$ cat config.mk
export PLATFORM = sky130hd
export DESIGN_NAME = fpnew_ordered_collector
export DESIGN_NICKNAME = d
export VERILOG_FILES = /design/src/rtl/fpnew_ordered_collector.sv
export SDC_FILE = /design/constraint.sdc
export NUM_CORES = 1
export LEC_CHECK = 0
export ABC_CLOCK_PERIOD_IN_PS = 4290
export CAP_MARGIN = 20
export CORE_AREA = 4 4 171 173
export CTS_BUF_LIST = sky130_fd_sc_hd__clkbuf_4 sky130_fd_sc_hd__clkbuf_8 sky130_fd_sc_hd__clkbuf_16
export CTS_CLUSTER_SIZE = 10
export DETAILED_ROUTE_END_ITERATION = 16
export DIE_AREA = 0 0 175 177
export SKIP_LAST_GASP = 1
export SYNTH_ARGS = -nofsm -noshare
export SYNTH_HDL_FRONTEND = slang
export SYNTH_SLANG_ARGS = --single-unit
$ cat constraint.sdc
create_clock -name clk_i -period 4.29 [get_ports clk_i]
set_input_delay 0.429 -clock clk_i [delete_from_list [all_inputs] [get_ports clk_i]]
set_output_delay 0.429 -clock clk_i [all_outputs]
set_load 0.05 [all_outputs]
$ cat src/rtl/fpnew_ordered_collector.sv
// Result collector for the FPU opgroup blocks: tracks outstanding operations and
// retires results either in issue order or round-robin through a registered output stage.
module fpnew_ordered_collector #(
  parameter int unsigned NumIn    = 5,
  parameter int unsigned Depth    = 8,
  parameter int unsigned Width    = 64,
  parameter int unsigned TagWidth = 1,
  parameter bit          InOrder  = 1'b1
) (
  input  logic                        clk_i,
  input  logic                        rst_ni,
  input  logic                        flush_i,
  input  logic                        issue_valid_i,
  input  logic [$clog2(NumIn)-1:0]    issue_chan_i,
  output logic                        issue_ready_o,
  input  logic [NumIn-1:0]            ch_valid_i,
  output logic [NumIn-1:0]            ch_ready_o,
  input  logic [NumIn*Width-1:0]      ch_result_i,
  input  logic [NumIn*5-1:0]          ch_status_i,
  input  logic [NumIn*TagWidth-1:0]   ch_tag_i,
  output logic                        out_valid_o,
  input  logic                        out_ready_i,
  output logic [Width-1:0]            result_o,
  output logic [4:0]                  status_o,
  output logic [TagWidth-1:0]         tag_o,
  output logic                        busy_o,
  output logic [$clog2(Depth):0]      count_o
);

  localparam int unsigned ChanW = $clog2(NumIn);
  localparam int unsigned PtrW  = $clog2(Depth);
  localparam int unsigned CntW  = PtrW + 1;
  localparam logic [CntW-1:0]  DepthCnt = CntW'(Depth);
  localparam logic [ChanW-1:0] LastChan = ChanW'(NumIn - 1);

  // Issue-order FIFO of channel numbers; only written when retiring in order.
  logic [ChanW-1:0]    fifo_q [Depth];
  logic [PtrW-1:0]     wr_ptr_q, rd_ptr_q;
  logic [CntW-1:0]     count_q;
  logic [ChanW-1:0]    rr_q;

  logic                out_valid_q;
  logic [Width-1:0]    result_q;
  logic [4:0]          status_q;
  logic [TagWidth-1:0] tag_q;

  logic [ChanW-1:0]    rr_sel;
  logic                rr_hit;
  logic [ChanW-1:0]    sel;
  logic                cand_valid;
  logic                stage_free;
  logic                accept;
  logic                issue_fire;

  // First valid channel at or above the rr pointer, wrapping at NumIn.
  always_comb begin
    int unsigned idx;
    idx    = 0;
    rr_sel = rr_q;
    rr_hit = 1'b0;
    for (int unsigned k = 0; k < NumIn; k++) begin
      idx = (32'(rr_q) + k) % NumIn;
      if (!rr_hit && ch_valid_i[idx]) begin
        rr_sel = idx[ChanW-1:0];
        rr_hit = 1'b1;
      end
    end
  end

  always_comb begin
    if (InOrder) begin
      sel        = fifo_q[rd_ptr_q];
      cand_valid = (count_q != '0) && ch_valid_i[sel];
    end else begin
      sel        = rr_sel;
      cand_valid = (count_q != '0) && rr_hit;
    end
  end

  assign stage_free    = ~out_valid_q | out_ready_i;
  assign accept        = cand_valid & stage_free & ~flush_i;
  assign issue_ready_o = (count_q != DepthCnt) & ~flush_i;
  assign issue_fire    = issue_valid_i & issue_ready_o;

  always_comb begin
    ch_ready_o = '0;
    if (accept) ch_ready_o[sel] = 1'b1;
  end

  always_ff @(posedge clk_i) begin
    if (!rst_ni) begin
      wr_ptr_q    <= '0;
      rd_ptr_q    <= '0;
      count_q     <= '0;
      rr_q        <= '0;
      out_valid_q <= 1'b0;
      result_q    <= '0;
      status_q    <= '0;
      tag_q       <= '0;
    end else if (flush_i) begin
      // Flush clears everything except the fairness pointer.
      wr_ptr_q    <= '0;
      rd_ptr_q    <= '0;
      count_q     <= '0;
      out_valid_q <= 1'b0;
      result_q    <= '0;
      status_q    <= '0;
      tag_q       <= '0;
    end else begin
      if (InOrder && issue_fire) begin
        fifo_q[wr_ptr_q] <= issue_chan_i;
        wr_ptr_q         <= wr_ptr_q + 1'b1;
      end

      case ({issue_fire, accept})
        2'b10:   count_q <= count_q + 1'b1;
        2'b01:   count_q <= count_q - 1'b1;
        default: count_q <= count_q;
      endcase

      if (accept) begin
        result_q    <= ch_result_i[sel*Width +: Width];
        status_q    <= ch_status_i[sel*5 +: 5];
        tag_q       <= ch_tag_i[sel*TagWidth +: TagWidth];
        out_valid_q <= 1'b1;
        if (InOrder) begin
          rd_ptr_q <= rd_ptr_q + 1'b1;
        end else if (sel == LastChan) begin
          rr_q <= '0;
        end else begin
          rr_q <= sel + 1'b1;
        end
      end else if (out_ready_i) begin
        out_valid_q <= 1'b0;
      end
    end
  end

  assign out_valid_o = out_valid_q;
  assign result_o    = result_q;
  assign status_o    = status_q;
  assign tag_o       = tag_q;
  assign count_o     = count_q;
  assign busy_o      = (count_q != '0) | out_valid_q;

  // Dispatching to a nonexistent channel would corrupt the issue-order FIFO.
  a_legal_chan : assert property (@(posedge clk_i) disable iff (!rst_ni)
    issue_valid_i |-> (32'(issue_chan_i) < NumIn));

endmodule

==> flow_summary.yaml, run 1 <==
run_status:
  status: "finished, final reports clean"
die:
  die_x_um: 175
  floorplan.initialDensity_pct: 24.2
  io_pins: 445
  floorplan.die.height_um: 177
  placement_rows: 61
  dieArea_um2: 31000
  core_area_um2: 27600
sta:
  slew_headroom_pct: 31.0
  final.setup.worst_slack_ns: 0.389
  tightest_slew_ns: 1.03
  final-setup-viol-count: 0
  setup-tns-final_ns: 0
  post-route-min-period_ns: 3.90
  final_report_hold_violation_count: 0
  fmaxAchievable_mhz: 256
  rsz0062_at_grt: "false"
  post-route-period-util_pct: 90.9
  fin_skew_ns: 0.0153
  timing_max_transition_violations_final: 0
synthesis:
  synth.net_count: 1082
  synth-seq-area-share_pct: 35.9
  async_flop_share_pct: 0
  synthesized_instance_count: 713
  syn-mean-instance-area_um2: 9.38
  synth_cell_types: 46
  post_synth_design_cell_area_um2: 6690
  yosysTopAreaCell: "sky130_fd_sc_hd__dfxtp_1"
  synth.top_cells.by_count: "84 x sky130_fd_sc_hd__dfxtp_1, 68 x sky130_fd_sc_hd__a21oi_1, 68 x sky130_fd_sc_hd__nand2_1"
  number_of_synthesized_flops_with_an_enable_pin: 24
  synth_largest_type_area_fraction_pct: 25.1
  yosys_most_used_dff: "sky130_fd_sc_hd__dfxtp_1"
  ys_ff_latch: 108
  yosysMostFrequentCell: "sky130_fd_sc_hd__dfxtp_1"
  yosys_warnings: 0
  synthTopCellsByArea: "sky130_fd_sc_hd__dfxtp_1 25%, sky130_fd_sc_hd__edfxtp_1 11%, sky130_fd_sc_hd__mux2_2 6.7%, sky130_fd_sc_hd__o211a_1 5.7%, sky130_fd_sc_hd__a21oi_1 5.1%"
cts:
  clock_latency_ns: 0.36
  path_clk_slew_ns: 0.07
  postCtsSetupRepairBufs: 0
  clock_path_buffers: 2
  clockRootBuffer: "sky130_fd_sc_hd__clkbuf_16"
  cts.sinks: 108
  post_cts_resize_count: 0
  numCtsBuffers: 9
  cts_tree: "built"
  cts-htree-levels: 3
  ctsHoldBuffers: 0
placed_design:
  io_buffer_count: 444
  detailedPlacementHpwl_mm: 25.0
  place_congestion: 0.806
  dpl_worst_slack_ns: 0.395
pwr:
  power_switching_mw: 0.642
  worst_case_vdd_ir_drop_mv: 0.124
  switching_share_pct: 25.5
  comb_power_share_pct: 23.2
  internal_power_mw: 1.88
  power.share.sequential_pct: 41.5
  cellPowerDensity_nw_per_um2: 214
  power_leakage_nw: 4.38
  pwr-share-clk_pct: 35.3
  post-layout-total-power_mw: 2.52
route:
  drc: 0
  pre_antenna_drt_iters: 5
  wl_per_cell_um: 22.8
  initialDrtViolationCount: 388
  avgViaCountPerCell: 5.25
  totalWireLength_mm: 33.7
  number_of_nets_still_failing_antenna_checks_after_routing: 0
  routed-via-count: 7780
cells_and_area:
  synthToLayoutAreaGrowth_pct: 75.8
  final_core_utilization_pct: 42.5
  multi_input_gate_area_um2: 3940
  register_area_um2: 2400
  layout-drive-gt1-share_pct: 8.27
  layout.filler_cells: 2756
  fin_nets: 1464
setup_path:
  worst_ep_required_time_ns: 3.86
  criticalPathCategory: "reg -> out"
  reg2regPathDepth: 13
  crit_end: "ch_ready_o[0]"
  startpoint_type: "flip-flop"
  reg2reg_to: "count_o[3]$_SDFFE_PP0P_"
  timing.critical_path.fanout_max: 49
  kind_of_end_point_of_the_critical_path: "output pin"
  worst-endpoint-arrival_ns: 3.47
  setup.reg_to_reg.worst_slack_ns: 0.41
global_route:
  grt_pass1_wl_mm: 48.2
  grtUsageTotal_pct: 20.2
  first_global_vias: 7841
  residual_overflow_from_global_routing: 0
  grt_start_max_net_pins: 75
  antenna_found_initial: 5
run:
  drv.max_cap_violation_count: 0
hold_path:
  hold_path.class: "reg -> reg"
==> power by group through the flow <==
stage               Combinational, mW  Sequential, mW  Clock [mW]
floorplan                       0.160            1.08           0
global placement                0.583            1.07           0
detailed placement              0.584            1.07           0
CTS                             0.587            1.05       0.925
global route                    0.620            1.05       0.960
finish                          0.584            1.05       0.889
==> cells in the final DEF, fill, tap and decap left out, drive strengths merged, types with 32 or more instances in the layout <==
cell type	n
clkdlybuf4s50	444
dfxtp	84
nand2	68
a21oi	68
mux2	44
a22oi	39
a32oi	38
o221ai	38
o211a	38
o31ai	32
==> metal layers <==
| layer | share of wire, % | global-route usage (%) | wire length, um |
|---|---|---|---|
| met1 | 38 | 23.4 | 12900 |
| met5 | 0.10 | 0 | 34 |
| met2 | 50 | 35.3 | 17000 |
| met3 | 7.7 | 5.02 | 2610 |
| met4 | 3.4 | 8.94 | 1160 |
==> how the worst min path moves through the flow <==
stage                                        start                  endpoint  slack, ns  cells after the start
after floorplan           rd_ptr_q[1]$_SDFFE_PP0P_                 flip-flop       0.45                      2
after global placement    rd_ptr_q[2]$_SDFFE_PP0P_                 flip-flop       0.46                      2
after detailed placement  rd_ptr_q[2]$_SDFFE_PP0P_  rd_ptr_q[2]$_SDFFE_PP0P_       0.48                      2
after CTS                 rd_ptr_q[2]$_SDFFE_PP0P_                 flip-flop       0.49                      2
after global routing      rd_ptr_q[1]$_SDFFE_PP0P_                 flip-flop       0.52                      2
final                     rd_ptr_q[2]$_SDFFE_PP0P_  rd_ptr_q[2]$_SDFFE_PP0P_       0.49                      2
==> per-stage QoR <==
step | cells | cell area (um2) | hold WS, ns
CTS | 1477 | 11700 | 0.492
finish | 1481 | 11800 | 0.487
global placement | 1461 | 11400 | 0.459
detailed placement | 1461 | 11400 | 0.476
floorplan | 713 | 6690 | 0.446
global route | 1481 | 11800 | 0.517
==> worst max-delay path: stages (launching register included) <==
cell                              delay [ns]
sky130_fd_sc_hd__dfxtp_1                0.51
sky130_fd_sc_hd__mux4_2                 0.59
sky130_fd_sc_hd__mux2_4                 0.43
sky130_fd_sc_hd__buf_4                  0.41
sky130_fd_sc_hd__nor2_4                 0.19
sky130_fd_sc_hd__and3_1                 0.17
sky130_fd_sc_hd__clkdlybuf4s50_1        0.80
==> kinds of logic after synthesis <==
kind of cell / synth area share [%]
multiplexers: 10.1
buffers and inverters: 6.44
flip-flops: 35.9
AND/OR/NAND/NOR: 7.90
adder cells (fa/ha/maj): 1.24
XOR/XNOR: 0.655
AO/OA/AOI/OAI: 37.7
==> sequential cells by signal, summed over array words and instances (netlist names), named ones only <==
register	flops
rd_ptr_q	3
fifo_q	24
out_valid_o	1
status_o	5
count_o	4
wr_ptr_q	3
result_o	64
tag_o	1
==> area by class of cell <==
| type | instances | area share (%) |
|---|---|---|
| Clock buffer | 11 | 2.25 |
| Clock inverter | 5 | 0.415 |
| Multi-Input combinational cell | 510 | 33.5 |
| Tap cell | 378 | 4.02 |
| Sequential cell | 108 | 20.4 |
| Timing Repair Buffer | 462 | 39.1 |
| Inverter | 4 | 0.128 |
| Antenna cell | 3 | 0.0639 |
(Power assumes the default switching activity.)
==> run 2: changes to the inputs <==
--- a/config.mk
+++ b/config.mk
@@ -12,6 +12,7 @@
 export CTS_CLUSTER_SIZE = 10
 export DETAILED_ROUTE_END_ITERATION = 16
 export DIE_AREA = 0 0 175 177
+export SETUP_SLACK_MARGIN = 0.4
 export SKIP_LAST_GASP = 1
 export SYNTH_ARGS = -nofsm -noshare
 export SYNTH_HDL_FRONTEND = slang
==> run 2 against run 1 <==
Net effect:
- count of clock-buffer cells in the layout fell by 1
- core utilization is essentially flat
- clock skew hardly changed
- cell count rose by 0.41%
- global-route usage grew 0.42 points
==> flow_summary.yaml, run 2 (synthesis results as in run 1) <==
placed_design:
  detailedPlacementHpwl_mm: 25.6
  io_buffer_count: 444
  place_congestion: 0.828
sta:
  setup-tns-final_ns: 0
  rsz0062_at_grt: "false"
  slew_headroom_pct: 40.0
  post-route-period-util_pct: 86.0
  post-route-min-period_ns: 3.69
  final-setup-viol-count: 0
  fmaxAchievable_mhz: 271
  tightest_slew_ns: 0.900
  timing_max_transition_violations_final: 0
  final_report_hold_violation_count: 0
  fin_skew_ns: 0.0155
cells_and_area:
  largest_register_ffs: 64
  mostFrequentLayoutCell: "sky130_fd_sc_hd__clkdlybuf4s50_1"
  final_cell_mix: "442 x sky130_fd_sc_hd__clkdlybuf4s50_1, 83 x sky130_fd_sc_hd__dfxtp_1, 68 x sky130_fd_sc_hd__nand2_1, 68 x sky130_fd_sc_hd__a21oi_1"
  synthToLayoutAreaGrowth_pct: 76.0
  layout.filler_cells: 2751
  layout-drive-gt1-share_pct: 9.12
  fin_nets: 1471
cts:
  ctsHoldBuffers: 0
  numCtsBuffers: 9
  cts.sinks: 108
  cts-htree-levels: 3
  path_clk_slew_ns: 0.08
  cts_tree: "built"
  clock_latency_ns: 0.36
  clockRootBuffer: "sky130_fd_sc_hd__clkbuf_16"
  clock_path_buffers: 2
route:
  avgViaCountPerCell: 5.18
  totalWireLength_mm: 33.9
  pre_antenna_drt_iters: 5
  drc: 0
  initialDrtViolationCount: 358
  routed-via-count: 7705
  number_of_nets_still_failing_antenna_checks_after_routing: 0
  wl_per_cell_um: 22.8
pwr:
  worst_case_vdd_ir_drop_mv: 0.128
  cellPowerDensity_nw_per_um2: 211
  power_leakage_nw: 4.41
  post-layout-total-power_mw: 2.48
die:
  io_pins: 445
  floorplan.die.height_um: 177
  core_area_um2: 27600
  floorplan.initialDensity_pct: 24.2
  placement_rows: 61
  die_x_um: 175
  dieArea_um2: 31000
run_status:
  status: "finished, final reports clean"
global_route:
  grt_most_used_layer: "met2"
  first_global_vias: 7824
  grtUsageTotal_pct: 20.6
  grt_start_max_net_pins: 75
  residual_overflow_from_global_routing: 0
  antenna_found_initial: 4
  gr-usage-met2_pct: 36.8
  grtUsageMet1_pct: 23.9
  grt_util_met3_pct: 5.30
  grt_pass1_wl_mm: 49.0
run:
  drv.max_cap_violation_count: 0
setup_path:
  startpoint_type: "flip-flop"
  criticalPathCategory: "reg -> reg"
  worst-endpoint-arrival_ns: 3.96
  setup.reg_to_reg.worst_slack_ns: 0.60
  timing.critical_path.fanout_max: 50
  kind_of_end_point_of_the_critical_path: "flip-flop"
  worst_ep_required_time_ns: 4.57
hold_path:
  hold_path.class: "reg -> reg"
==> run 2: changes by cell type in the layout (fill, tap and decap cells not counted), moves of 2 or more <==
cell,delta
sky130_fd_sc_hd__buf_4,+10
sky130_fd_sc_hd__clkdlybuf4s50_1,-2
sky130_fd_sc_hd__clkinv_4,-2
sky130_fd_sc_hd__inv_6,+2
==> run 2: report_power, final <==
group | total, mW | switching (mW) | internal (mW)
Clock | 0.850 | 0.433 | 0.416
Combinational | 0.584 | 0.206 | 0.377
Sequential | 1.05 | 0.00418 | 1.04
Total | 2.48 | 0.644 | 1.84
==> run 2: worst max-delay path: stages, from the launching register on <==
cell and delay [ns]:
sky130_fd_sc_hd__dfxtp_2 0.48, sky130_fd_sc_hd__mux2_1 0.35, sky130_fd_sc_hd__mux4_2 0.51, sky130_fd_sc_hd__buf_6 0.26, sky130_fd_sc_hd__nand2b_1 0.26, sky130_fd_sc_hd__a211oi_4 0.24, sky130_fd_sc_hd__or2_4 0.17, sky130_fd_sc_hd__ha_1 0.20
sky130_fd_sc_hd__ha_1 0.25, sky130_fd_sc_hd__a21o_1 0.18, sky130_fd_sc_hd__a21oi_1 0.17, sky130_fd_sc_hd__xnor2_1 0.09, sky130_fd_sc_hd__or3_1 0.32, sky130_fd_sc_hd__a21oi_1 0.15
==> run 2: repair_timing <==
item	CTS	global route
endpoints found under the setup margin	3	1
gates resized for setup	1	1
buffers inserted	1	0
==> run 2: layout make-up <==
type / instances / area [um2] / area share (%)
antenna: 2 / 5.00 / 0.0425
clock buffer: 10 / 233 / 1.98
clock inverter: 6 / 55.1 / 0.468
inverter: 4 / 15.0 / 0.128
multi-input combinational: 510 / 3950 / 33.6
sequential: 108 / 2400 / 20.4
tap: 378 / 473 / 4.02
timing repair buffer: 469 / 4630 / 39.4
==> run 2: worst paths after layout <==
kind                            depth (start not counted)                startpoint                  endpoint
worst max-delay path                                   13                 flip-flop   count_o[3]$_SDFFE_PP0P_
worst min register to register                          2  rd_ptr_q[1]$_SDFFE_PP0P_  rd_ptr_q[1]$_SDFFE_PP0P_
worst max register to register                         13                 flip-flop   count_o[3]$_SDFFE_PP0P_
worst min-delay path                                    2  rd_ptr_q[1]$_SDFFE_PP0P_  rd_ptr_q[1]$_SDFFE_PP0P_
==> run 2: stage by stage <==
step / instances / hold WS [ns] / utilization [%] / area (um2) / setup slack (ns)
4_1_cts: 1485 / 0.483 / 42.6 / 11800 / 0.482
2_1_floorplan: 713 / 0.446 / - / 6710 / 0.423
6_report: 1487 / 0.482 / 42.6 / 11800 / 0.603
3_3_place_gp: 1468 / 0.456 / 41.5 / 11500 / 0.412
5_1_grt: 1487 / 0.503 / 42.6 / 11800 / 0.406
3_5_place_dp: 1468 / 0.471 / 41.5 / 11500 / 0.354
==> run 2: routing by layer <==
metal / wire, um / vias up
met5: 34 / -
met4: 957 / 4
met3: 2710 / 44
met2: 17100 / 381
met1: 13100 / 3621
li1: - / 3655
